**config.mk**
```make
export PLATFORM = sky130hd
export DESIGN_NAME = march_bist_ctrl
export DESIGN_NICKNAME = d
export VERILOG_FILES = /design/src/rtl/bist_pkg.sv /design/src/rtl/bist_addr_gen.sv /design/src/rtl/march_bist_ctrl.sv
export SDC_FILE = /design/constraint.sdc
export NUM_CORES = 1
export LEC_CHECK = 0
export ABC_CLOCK_PERIOD_IN_PS = 4800
export BUFFER_PORTS_ARGS = -buffer_cell sky130_fd_sc_hd__buf_2
export CAP_MARGIN = 10
export CORE_AREA = 2 2 71 73
export DETAILED_ROUTE_END_ITERATION = 16
export DIE_AREA = 0 0 73 75
export GPL_TIMING_DRIVEN = 1
export PLACE_DENSITY = 0.76
export SYNTH_ARGS = -nofsm -noshare
export SYNTH_HDL_FRONTEND = slang
export SYNTH_HIERARCHICAL = 1
export SYNTH_SLANG_ARGS = --single-unit
```
**constraint.sdc**
```tcl
create_clock -name clk -period 4.8 [get_ports clk]
set_input_delay 1.2 -clock clk [delete_from_list [all_inputs] [get_ports clk]]
set_output_delay 1.2 -clock clk [all_outputs]
set_load 0.02 [all_outputs]
```
**src/rtl/bist_pkg.sv**
```systemverilog
// Shared types and per-element March C- constants for the BIST controller.
package bist_pkg;

    typedef enum logic [3:0] {
        StIdle,
        StM0,
        StM1,
        StM2,
        StM3,
        StM4,
        StM5,
        StDrain,
        StDone
    } state_e;

    localparam logic [2:0] ELEM_M0 = 3'd0;
    localparam logic [2:0] ELEM_M1 = 3'd1;
    localparam logic [2:0] ELEM_M2 = 3'd2;
    localparam logic [2:0] ELEM_M3 = 3'd3;
    localparam logic [2:0] ELEM_M4 = 3'd4;
    localparam logic [2:0] ELEM_M5 = 3'd5;

    // Bit i describes element Mi; bits 6..7 are padding so elem+1 stays in range.
    localparam logic [7:0] ELEM_UP     = 8'b0010_0111;
    localparam logic [7:0] ELEM_HAS_RD = 8'b0011_1110;
    localparam logic [7:0] ELEM_HAS_WR = 8'b0001_1111;
    localparam logic [7:0] ELEM_RD_BG  = 8'b0001_0100;
    localparam logic [7:0] ELEM_WR_BG  = 8'b0000_1010;

    function automatic logic [2:0] state_elem(input state_e s);
        logic [3:0] w_idx;
        w_idx = 4'(s) - 4'd1;
        return w_idx[2:0];
    endfunction

    function automatic logic is_march(input state_e s);
        return (s >= StM0) && (s <= StM5);
    endfunction

endpackage

```
**src/rtl/bist_addr_gen.sv**
```systemverilog
// Loadable up/down address counter with a terminal-address flag.
module bist_addr_gen #(
    parameter int unsigned ADDR_W = 4
) (
    input  logic              clk,
    input  logic              rst,
    input  logic              i_load,
    input  logic              i_load_up,
    input  logic              i_en,
    input  logic              i_up,
    output logic [ADDR_W-1:0] o_addr,
    output logic              o_last
);

    logic [ADDR_W-1:0] r_addr;

    always_ff @(posedge clk or negedge rst) begin
        if (!rst) begin
            r_addr <= '0;
        end else if (i_load) begin
            r_addr <= i_load_up ? '0 : '1;
        end else if (i_en) begin
            r_addr <= i_up ? r_addr + ADDR_W'(1) : r_addr - ADDR_W'(1);
        end
    end

    assign o_addr = r_addr;
    assign o_last = i_up ? (r_addr == '1) : (r_addr == '0);

endmodule

```
**src/rtl/march_bist_ctrl.sv**
```systemverilog
// March C- BIST sequencer: drives one single-port SRAM, compares reads and logs failures.
module march_bist_ctrl
    import bist_pkg::*;
#(
    parameter int unsigned ADDR_W = 4,
    parameter int unsigned DATA_W = 8,
    parameter int unsigned FCNT_W = 8
) (
    input  logic              clk,
    input  logic              rst,
    input  logic              start,
    input  logic              abort,
    output logic [ADDR_W-1:0] mem_addr,
    output logic [DATA_W-1:0] mem_wdata,
    output logic              mem_we,
    output logic              mem_re,
    input  logic [DATA_W-1:0] mem_rdata,
    output logic              busy,
    output logic              done,
    output logic              pass,
    output logic              fail,
    output logic [ADDR_W-1:0] fail_addr,
    output logic [2:0]        fail_elem,
    output logic [FCNT_W-1:0] fail_cnt
);

    state_e            r_state, w_state_d;
    logic              r_phase, w_phase_d;
    logic              r_launch, w_launch_d;
    logic              w_clear;
    logic              w_ag_load, w_ag_load_up, w_ag_en;
    logic [ADDR_W-1:0] w_addr;
    logic              w_last;
    logic [2:0]        w_elem, w_elem_nxt;
    logic              w_march, w_up, w_has_rd, w_has_wr;
    logic              w_rd_op, w_wr_op, w_step, w_abort, w_mis;

    logic              r_cmp_vld;
    logic [DATA_W-1:0] r_cmp_exp;
    logic [ADDR_W-1:0] r_cmp_addr;
    logic [2:0]        r_cmp_elem;
    logic              r_fail;
    logic [ADDR_W-1:0] r_fail_addr;
    logic [2:0]        r_fail_elem;
    logic [FCNT_W-1:0] r_fail_cnt;

    assign w_elem     = state_elem(r_state);
    assign w_elem_nxt = w_elem + 3'd1;
    assign w_march    = is_march(r_state);
    assign w_up       = ELEM_UP[w_elem];
    assign w_has_rd   = ELEM_HAS_RD[w_elem];
    assign w_has_wr   = ELEM_HAS_WR[w_elem];

    // Read-then-write elements use r_phase to split each address over two cycles.
    assign w_rd_op = w_march && w_has_rd && (!w_has_wr || !r_phase);
    assign w_wr_op = w_march && w_has_wr && (!w_has_rd || r_phase);
    assign w_step  = w_wr_op || (w_rd_op && !w_has_wr);
    assign w_abort = abort && (w_march || (r_state == StDrain) || r_launch);

    bist_addr_gen #(
        .ADDR_W (ADDR_W)
    ) u_addr_gen (
        .clk       (clk),
        .rst       (rst),
        .i_load    (w_ag_load),
        .i_load_up (w_ag_load_up),
        .i_en      (w_ag_en),
        .i_up      (w_up),
        .o_addr    (w_addr),
        .o_last    (w_last)
    );

    always_comb begin
        w_state_d    = r_state;
        w_phase_d    = r_phase;
        w_launch_d   = 1'b0;
        w_clear      = 1'b0;
        w_ag_load    = 1'b0;
        w_ag_load_up = 1'b1;
        w_ag_en      = 1'b0;
        if (w_abort) begin
            w_state_d = StIdle;
            w_phase_d = 1'b0;
        end else begin
            unique case (r_state)
                StIdle, StDone: begin
                    // Start is taken one cycle ahead of M0 so the first write lands after edge 1.
                    if (r_launch) begin
                        w_state_d = StM0;
                        w_ag_load = 1'b1;
                    end else if (start && !abort) begin
                        w_state_d  = StIdle;
                        w_launch_d = 1'b1;
                        w_clear    = 1'b1;
                    end
                end
                StDrain: w_state_d = StDone;
                default: begin
                    if (w_rd_op && w_has_wr) begin
                        w_phase_d = 1'b1;
                    end
                    if (w_step) begin
                        w_phase_d = 1'b0;
                        if (w_last) begin
                            w_ag_load    = 1'b1;
                            w_ag_load_up = ELEM_UP[w_elem_nxt];
                            w_state_d    = (r_state == StM5) ? StDrain : state_e'(r_state + 4'd1);
                        end else begin
                            w_ag_en = 1'b1;
                        end
                    end
                end
            endcase
        end
    end

    always_ff @(posedge clk or negedge rst) begin
        if (!rst) begin
            r_state  <= StIdle;
            r_phase  <= 1'b0;
            r_launch <= 1'b0;
        end else begin
            r_state  <= w_state_d;
            r_phase  <= w_phase_d;
            r_launch <= w_launch_d;
        end
    end

    assign w_mis = (mem_rdata != r_cmp_exp);

    always_ff @(posedge clk or negedge rst) begin
        if (!rst) begin
            r_cmp_vld   <= 1'b0;
            r_cmp_exp   <= '0;
            r_cmp_addr  <= '0;
            r_cmp_elem  <= '0;
            r_fail      <= 1'b0;
            r_fail_addr <= '0;
            r_fail_elem <= '0;
            r_fail_cnt  <= '0;
        end else begin
            r_cmp_vld  <= w_rd_op && !w_abort;
            r_cmp_exp  <= {DATA_W{ELEM_RD_BG[w_elem]}};
            r_cmp_addr <= w_addr;
            r_cmp_elem <= w_elem;
            if (w_clear) begin
                r_fail      <= 1'b0;
                r_fail_addr <= '0;
                r_fail_elem <= '0;
                r_fail_cnt  <= '0;
            end else if (r_cmp_vld && !w_abort && w_mis) begin
                if (r_fail_cnt != '1) begin
                    r_fail_cnt <= r_fail_cnt + FCNT_W'(1);
                end
                if (!r_fail) begin
                    r_fail      <= 1'b1;
                    r_fail_addr <= r_cmp_addr;
                    r_fail_elem <= r_cmp_elem;
                end
            end
        end
    end

    assign mem_we    = w_wr_op;
    assign mem_re    = w_rd_op;
    assign mem_addr  = w_march ? w_addr : '0;
    assign mem_wdata = w_wr_op ? {DATA_W{ELEM_WR_BG[w_elem]}} : '0;
    assign busy      = w_march || (r_state == StDrain);
    assign done      = (r_state == StDone);
    assign pass      = done && (r_fail_cnt == '0);
    assign fail      = r_fail;
    assign fail_addr = r_fail_addr;
    assign fail_elem = r_fail_elem;
    assign fail_cnt  = r_fail_cnt;

endmodule

```
==> reports/results.ini, run 1 <==
[run_status]
outcome=complete, no violations

[cts]
cts-buffers-inserted=5
cts_num_sinks=35
cts_hold_repair.buffers=0
clkSlewWorstSetupHoldPaths_ns=0.07
clock_insertion_delay_worst_skew_ns=0.29
post_cts.resized_instances=0
cts_max_level=2
clockRootBuffer=clkbuf_8
clock_tree_from_tritoncts=yes
setup_repair_bufs_after_cts=0
clock_path_buffers=2

[pwr]
power_mw=1.64
share_seq_of_total_power_pct=30.0
power.density_nw_per_um2=640
p_comb_share_pct=50.5
p_int_mw=0.916
switchingPower_mw=0.726
clock_group_share_of_total_power_pct=19.5
power.leakage_nw=1.21
switching_share_pct=44.2
vdd_ir_drop_max_uv=342

[placement]
port_buf_inserts=44
post-place-ws_ns=1.43
gp_routability_congestion=0.898
detailed_place_hpwl_um=3600

[routing]
post_drt_via_cell_ratio=6.02
route.detailed.wl_per_inst_um=15.5
dr.first_iter.drc_count=119
wl_met3_um=190
detail_route.first_pass.iterations=4
dr_total_vias=1980
post_detailed_route_count_of_antenna_violating_nets=0
routed_wirelength_um=5110
routed.top_layer=met4
met2WireLength_um=2450
met1_routed_length_um=2390
post_route_drc=0

[synth]
number_of_synthesized_flops_with_an_enable_pin=0
share_of_synthesized_cell_area_in_full_adder_half_adder_and_majority_cells_pct=6.43
synth_flop_cell=dfrtp_1
ys_async_sr_fraction_pct=100
synth_xor_area_share_pct=1.16
synth_seq_area_share_pct=38.8
synth_cells=242
synth_area_leader_cell=dfrtp_1
post_synth.cell_area_avg_um2=9.33
synth-compound-area-share_pct=21.0
synth.most_common_cell=dfrtp_1
synth_top_family_by_area=simple AND/OR/NAND/NOR gates
synthMuxAreaShare_pct=1.88
synth_area_leaders=dfrtp_1 39%, o31ai_1 5.7%, ha_1 5.5%, nand2_1 3.7%, a21oi_1 3.1%
mappedNetlistArea_um2=2260
mappedNetlistNets=265
netlist.area_leader.share_pct=38.8
synth_common_cells=35 x dfrtp_1, 22 x nand2_1, 17 x o31ai_1
post_synth_num_cell_types=53
synth-seq-cells=35
yosys.area_share.simple_pct=23.5
ys_warn_count=6

[floorplan]
design.die.area_um2=5480
ios=45
coreArea_um2=4660
placement_rows=25
starting_density_of_the_core_pct=48.4
die-width_um=73
die_h_um=75

[finish]
areaGrowthSynthToFinish_pct=13.6
antenna_cells=0
n_fill_cell=431
layout.nets=297
drive_gt1_share_pct=21.1

[sta]
fin_setup_tns_ns=0
max_fclk_mhz=275
tightestPinTransition_ns=1.00
clock_skew_ns=0.00781
rsz0062_at_grt=no
report.final.slew_viol_count=0
final_period_minus_worst_setup_slack_ns=3.64
setup_slack_ns=1.16
slew_headroom_pct=33.2
setup_viol=0
hold_viol_final=0
min_period_over_period_pct=75.8

[worst_setup_path]
r2r.worst_path.cells=10
critical_path.endpoint_type=output port
rr_startpoint=r_state[0]
crit_fanout=10
worst_ep_arrival_time_ns=2.44
timing_worst_setup_path_type=reg -> out
worstPathRequired_ns=3.60
register_to_register_path_setup_slack_ns=1.42
worstReg2RegEnd=u_addr_gen/o_addr[3]
startpoint_type=register

[worst_hold_path]
hold_path_class=reg -> reg
hold-path-cell-count=2
hold-path-endpoint=fail_elem[1]
worst_hold_startpoint=r_cmp_elem[1]

[flow_run]
cap_violations=0

[grt]
grt_start_max_net_pins=36
grt_antenna_before_repair=0
global_route.usage.total_pct=20.0
grt_pass1_wl_um=8500
gr-total-overflow=0
first_global_vias=1846

## power groups by stage
| stage | Combinational (mW) | Sequential [mW] | Clock [mW] |
|---|---|---|---|
| 6_report | 0.829 | 0.492 | 0.320 |
| 5_1_grt | 0.921 | 0.511 | 0.341 |
| 4_1_cts | 0.833 | 0.491 | 0.326 |
| 3_5_place_dp | 0.827 | 0.497 | 0 |
| 3_3_place_gp | 0.805 | 0.494 | 0 |
| 2_1_floorplan | 0.627 | 0.505 | 0 |
## area by class of cell
cell class	instances	area (um^2)	share of cell area [%]
clock inverters	2	60.1	2.34
flip-flops and latches	35	876	34.2
repair buffers	45	228	8.88
clock buffers	6	72.6	2.83
well taps	54	67.6	2.64
inverters	11	41.3	1.61
multi-input cells	176	1220	47.5
## registers in the layout, summed over array words and instances, names as in the netlist
signal,count
r_cmp_exp,1
fail,1
fail_addr,4
r_cmp_addr,4
r_cmp_elem,3
r_cmp_vld,1
r_launch,1
r_phase,1
u_addr_gen/o_addr,4
r_state,4
fail_elem,3
fail_cnt,8
## cell families after synthesis
kind of cell / after synthesis
DFF: 35
xor gates and xnor gates: 3
AOI/OAI and AO/OA: 62
adders and majority gates: 11
and+or+nand+nor: 96
muxes: 4
buffers and inverters: 31
## worst max-delay path by stage
stage	from	to	slack (ns)
floorplan	r_state[0]	pass	1.42
global placement	r_state[0]	mem_wdata[1]	1.57
detailed placement	r_state[0]	u_addr_gen/o_addr[3]	1.43
CTS	r_state[0]	mem_wdata[7]	1.15
global route	r_state[0]	mem_wdata[3]	0.86
finish	r_state[0]	mem_wdata[6]	1.16
## per-stage QoR
stage | std cells | hold slack [ns] | cell area (um^2) | util [%]
5_1_grt | 329 | 0.525 | 2560 | 55.0
3_5_place_dp | 321 | 0.486 | 2430 | 52.2
3_3_place_gp | 321 | 0.489 | 2430 | 52.2
4_1_cts | 329 | 0.503 | 2560 | 55.0
6_report | 329 | 0.501 | 2560 | 55.0
2_1_floorplan | 242 | 0.423 | 2260 | -
## worst max-delay path, stage by stage (launching register included)
cell and delay [ns]:
dfrtp_1 0.52, inv_1 0.17, ha_1 0.27, xnor2_1 0.29, inv_1 0.18, nor2_1 0.22, and3_1 0.30, buf_2 0.20
## layer usage
| layer | up-vias | track usage (%) |
|---|---|---|
| met4 | 0 | 6.79 |
| met5 | - | 0 |
| met3 | 12 | 4.55 |
| li1 | 972 | - |
| met2 | 44 | 32.5 |
| met1 | 952 | 26.5 |
## placed cells by master, fill, tap and decap left out, types with 2 or more instances in the layout
master,Yosys,layout
nand2_1,22,22
dfrtp_1,35,35
or4_1,8,8
and3_1,5,5
and4_1,2,2
nor2b_1,2,2
nor2_1,11,11
o311ai_0,7,7
nor4_1,2,2
a31oi_1,2,2
a21o_1,2,2
inv_1,10,10
or3_1,2,2
o21ai_0,3,3
a21oi_1,14,14
nand4_1,8,8
nand3_1,12,12
bufinv_16,0,2
and3b_1,2,2
ha_1,10,10
a22o_1,2,2
clkbuf_8,0,5
o21a_1,4,4
buf_2,1,44
o31ai_1,17,17
and2_1,5,5
xor2_1,2,2
mux2_2,2,2
mux2i_1,2,2
nor3_1,7,7
Note: power is estimated with default switching activity, not from simulation.
==> run 2, diff against run 1 <==
ABC_CLOCK_PERIOD_IN_PS = 3000   (was 4800)
PLACE_DENSITY = 0.79   (was 0.76)
clock period = 3 ns   (was 4.8 ns; I/O delays follow)
==> run 2 against run 1 <==
Compared with the run above: combinational power up 71%; total power increased by 55%; core utilization rose by 0.89 points; clock skew down 0.0035 ns; final area grew 1.6%; cell count increased by 3.0%; clock power up 6%; critical path depth stayed put; sequential power grew 60%; die area unchanged; critical path type unchanged; highest routed layer unchanged.
==> reports/results.ini, run 2 (synthesized netlist as in run 1, its figures left out) <==
[sta]
slew_headroom_pct=49.3
max_fclk_mhz=345
setup_viol=0
fin_setup_tns_ns=0
hold_viol_final=0
report.final.slew_viol_count=0
tightestPinTransition_ns=0.761
rsz0062_at_grt=no
final_period_minus_worst_setup_slack_ns=2.90
clock_skew_ns=0.00432
min_period_over_period_pct=96.8

[finish]
layout.nets=307
final_area_um2=2610
drive_gt1_share_pct=26.7
layout_commonest_cell=buf_2
areaGrowthSynthToFinish_pct=15.4
antenna_cells=0
postLayoutCoreUtil_pct=55.9
number_of_flip_flops_in_the_largest_register=8
most-common-layout-cells=44 x buf_2, 33 x dfrtp_1, 22 x nand2_1

[floorplan]
starting_density_of_the_core_pct=48.4
die-width_um=73
placement_rows=25
die_h_um=75
ios=45
coreArea_um2=4660
design.die.area_um2=5480

[routing]
post_detailed_route_count_of_antenna_violating_nets=0
post_drt_via_cell_ratio=5.95
post_route_drc=0
dr_total_vias=2016
dr.first_iter.drc_count=112
detail_route.first_pass.iterations=4
route.detailed.wl_per_inst_um=15.0
routed_wirelength_um=5080

[worst_setup_path]
max_stage_delay_ns=0.48
timing_worst_setup_path_type=reg -> out
worst_ep_arrival_time_ns=2.15
r2r.worst_path.cells=10
cp_slowest_cell=dfrtp_2
crit_family=buffers and inverters
crit_cells=7
critical_path.endpoint_type=output port
worstPathRequired_ns=2.25
critical_path.cell_chain=inv_2, ha_2, inv_1, o311a_4, buf_4, or2_2, buf_2
path_buf_inv=4
startpoint_type=register
crit_fanout=14

[pwr]
power_mw=2.55
power.density_nw_per_um2=977
power.leakage_nw=1.24
vdd_ir_drop_max_uv=668

[cts]
clock_path_buffers=2
clockRootBuffer=clkbuf_8
cts_hold_repair.buffers=0
clock_insertion_delay_worst_skew_ns=0.29
cts-buffers-inserted=5
clock_tree_from_tritoncts=yes
cts_num_sinks=35
clkSlewWorstSetupHoldPaths_ns=0.07
cts_max_level=2

[placement]
gp_routability_congestion=0.892
port_buf_inserts=44
placed_area_um2=2490
detailed_place_hpwl_um=3690

[worst_hold_path]
hold-path-cell-count=0
hold_path_class=reg -> reg

[grt]
grt_antenna_before_repair=0
grt_pass1_wl_um=8610
gr-total-overflow=0
grt_start_max_net_pins=36
global_route.usage.total_pct=20.4
first_global_vias=1877

[flow_run]
cap_violations=0

[run_status]
outcome=complete, no violations

[run 2: cell count changes in the layout (fill, tap and decap cells not counted), moves of 2 or more]
| cell | before | now |
|---|---|---|
| buf_4 | 1 | 11 |
| dfrtp_2 | 0 | 2 |
| bufinv_16 | 2 | 0 |
| inv_2 | 0 | 2 |
| inv_1 | 10 | 8 |
| dfrtp_1 | 35 | 33 |
[run 2: path summary, 6_finish.rpt]
path	to	slack, ns	start
max	busy	0.1	r_state[1]
min	r_cmp_addr[2]	0.50	u_addr_gen/o_addr[2]
max reg2reg	u_addr_gen/o_addr[3]	0.28	r_state[1]
min reg2reg	r_cmp_addr[2]	0.50	u_addr_gen/o_addr[2]
max in group asynchronous	r_state[0]	1.94	rst
min in group asynchronous	fail_cnt[7]	0.52	rst
[run 2: where the power goes]
part           internal [mW]  switching, mW
logic                  0.583          0.838
registers              0.625          0.160
clock network          0.162          0.177
total                   1.37           1.18
[run 2: timing repair]
| item | in CTS | in global routing |
|---|---|---|
| setup endpoints to repair | 9 | 12 |
| setup buffers | 0 | 2 |
| resized for setup | 3 | 5 |
[run 2: per-layer routing]
metal  GRT usage (%)  part of all wire, %  wire length (um)
met4            8.23                  2.2               110
met3            5.89                  4.8               246
met5               0                    0                 0
met1            26.0                   45              2310
met2            32.6                   47              2410
[run 2: layout make-up]
class	count	area [um^2]
fill	430	2060
multi-input combinational	176	1230
sequential	35	878
timing repair buffer	55	303
clock buffer	6	72.6
tap	54	67.6
inverter	11	41.3
clock inverter	2	12.5
[run 2: through the flow]
stage,worst slack (ns),hold slack [ns],instances
after floorplan,0.0712,0.423,242
after global routing,0.00421,0.516,339
after global placement,0.251,0.488,329
final,0.0974,0.497,339
after detailed placement,0.165,0.482,329
after CTS,0.0394,0.498,337
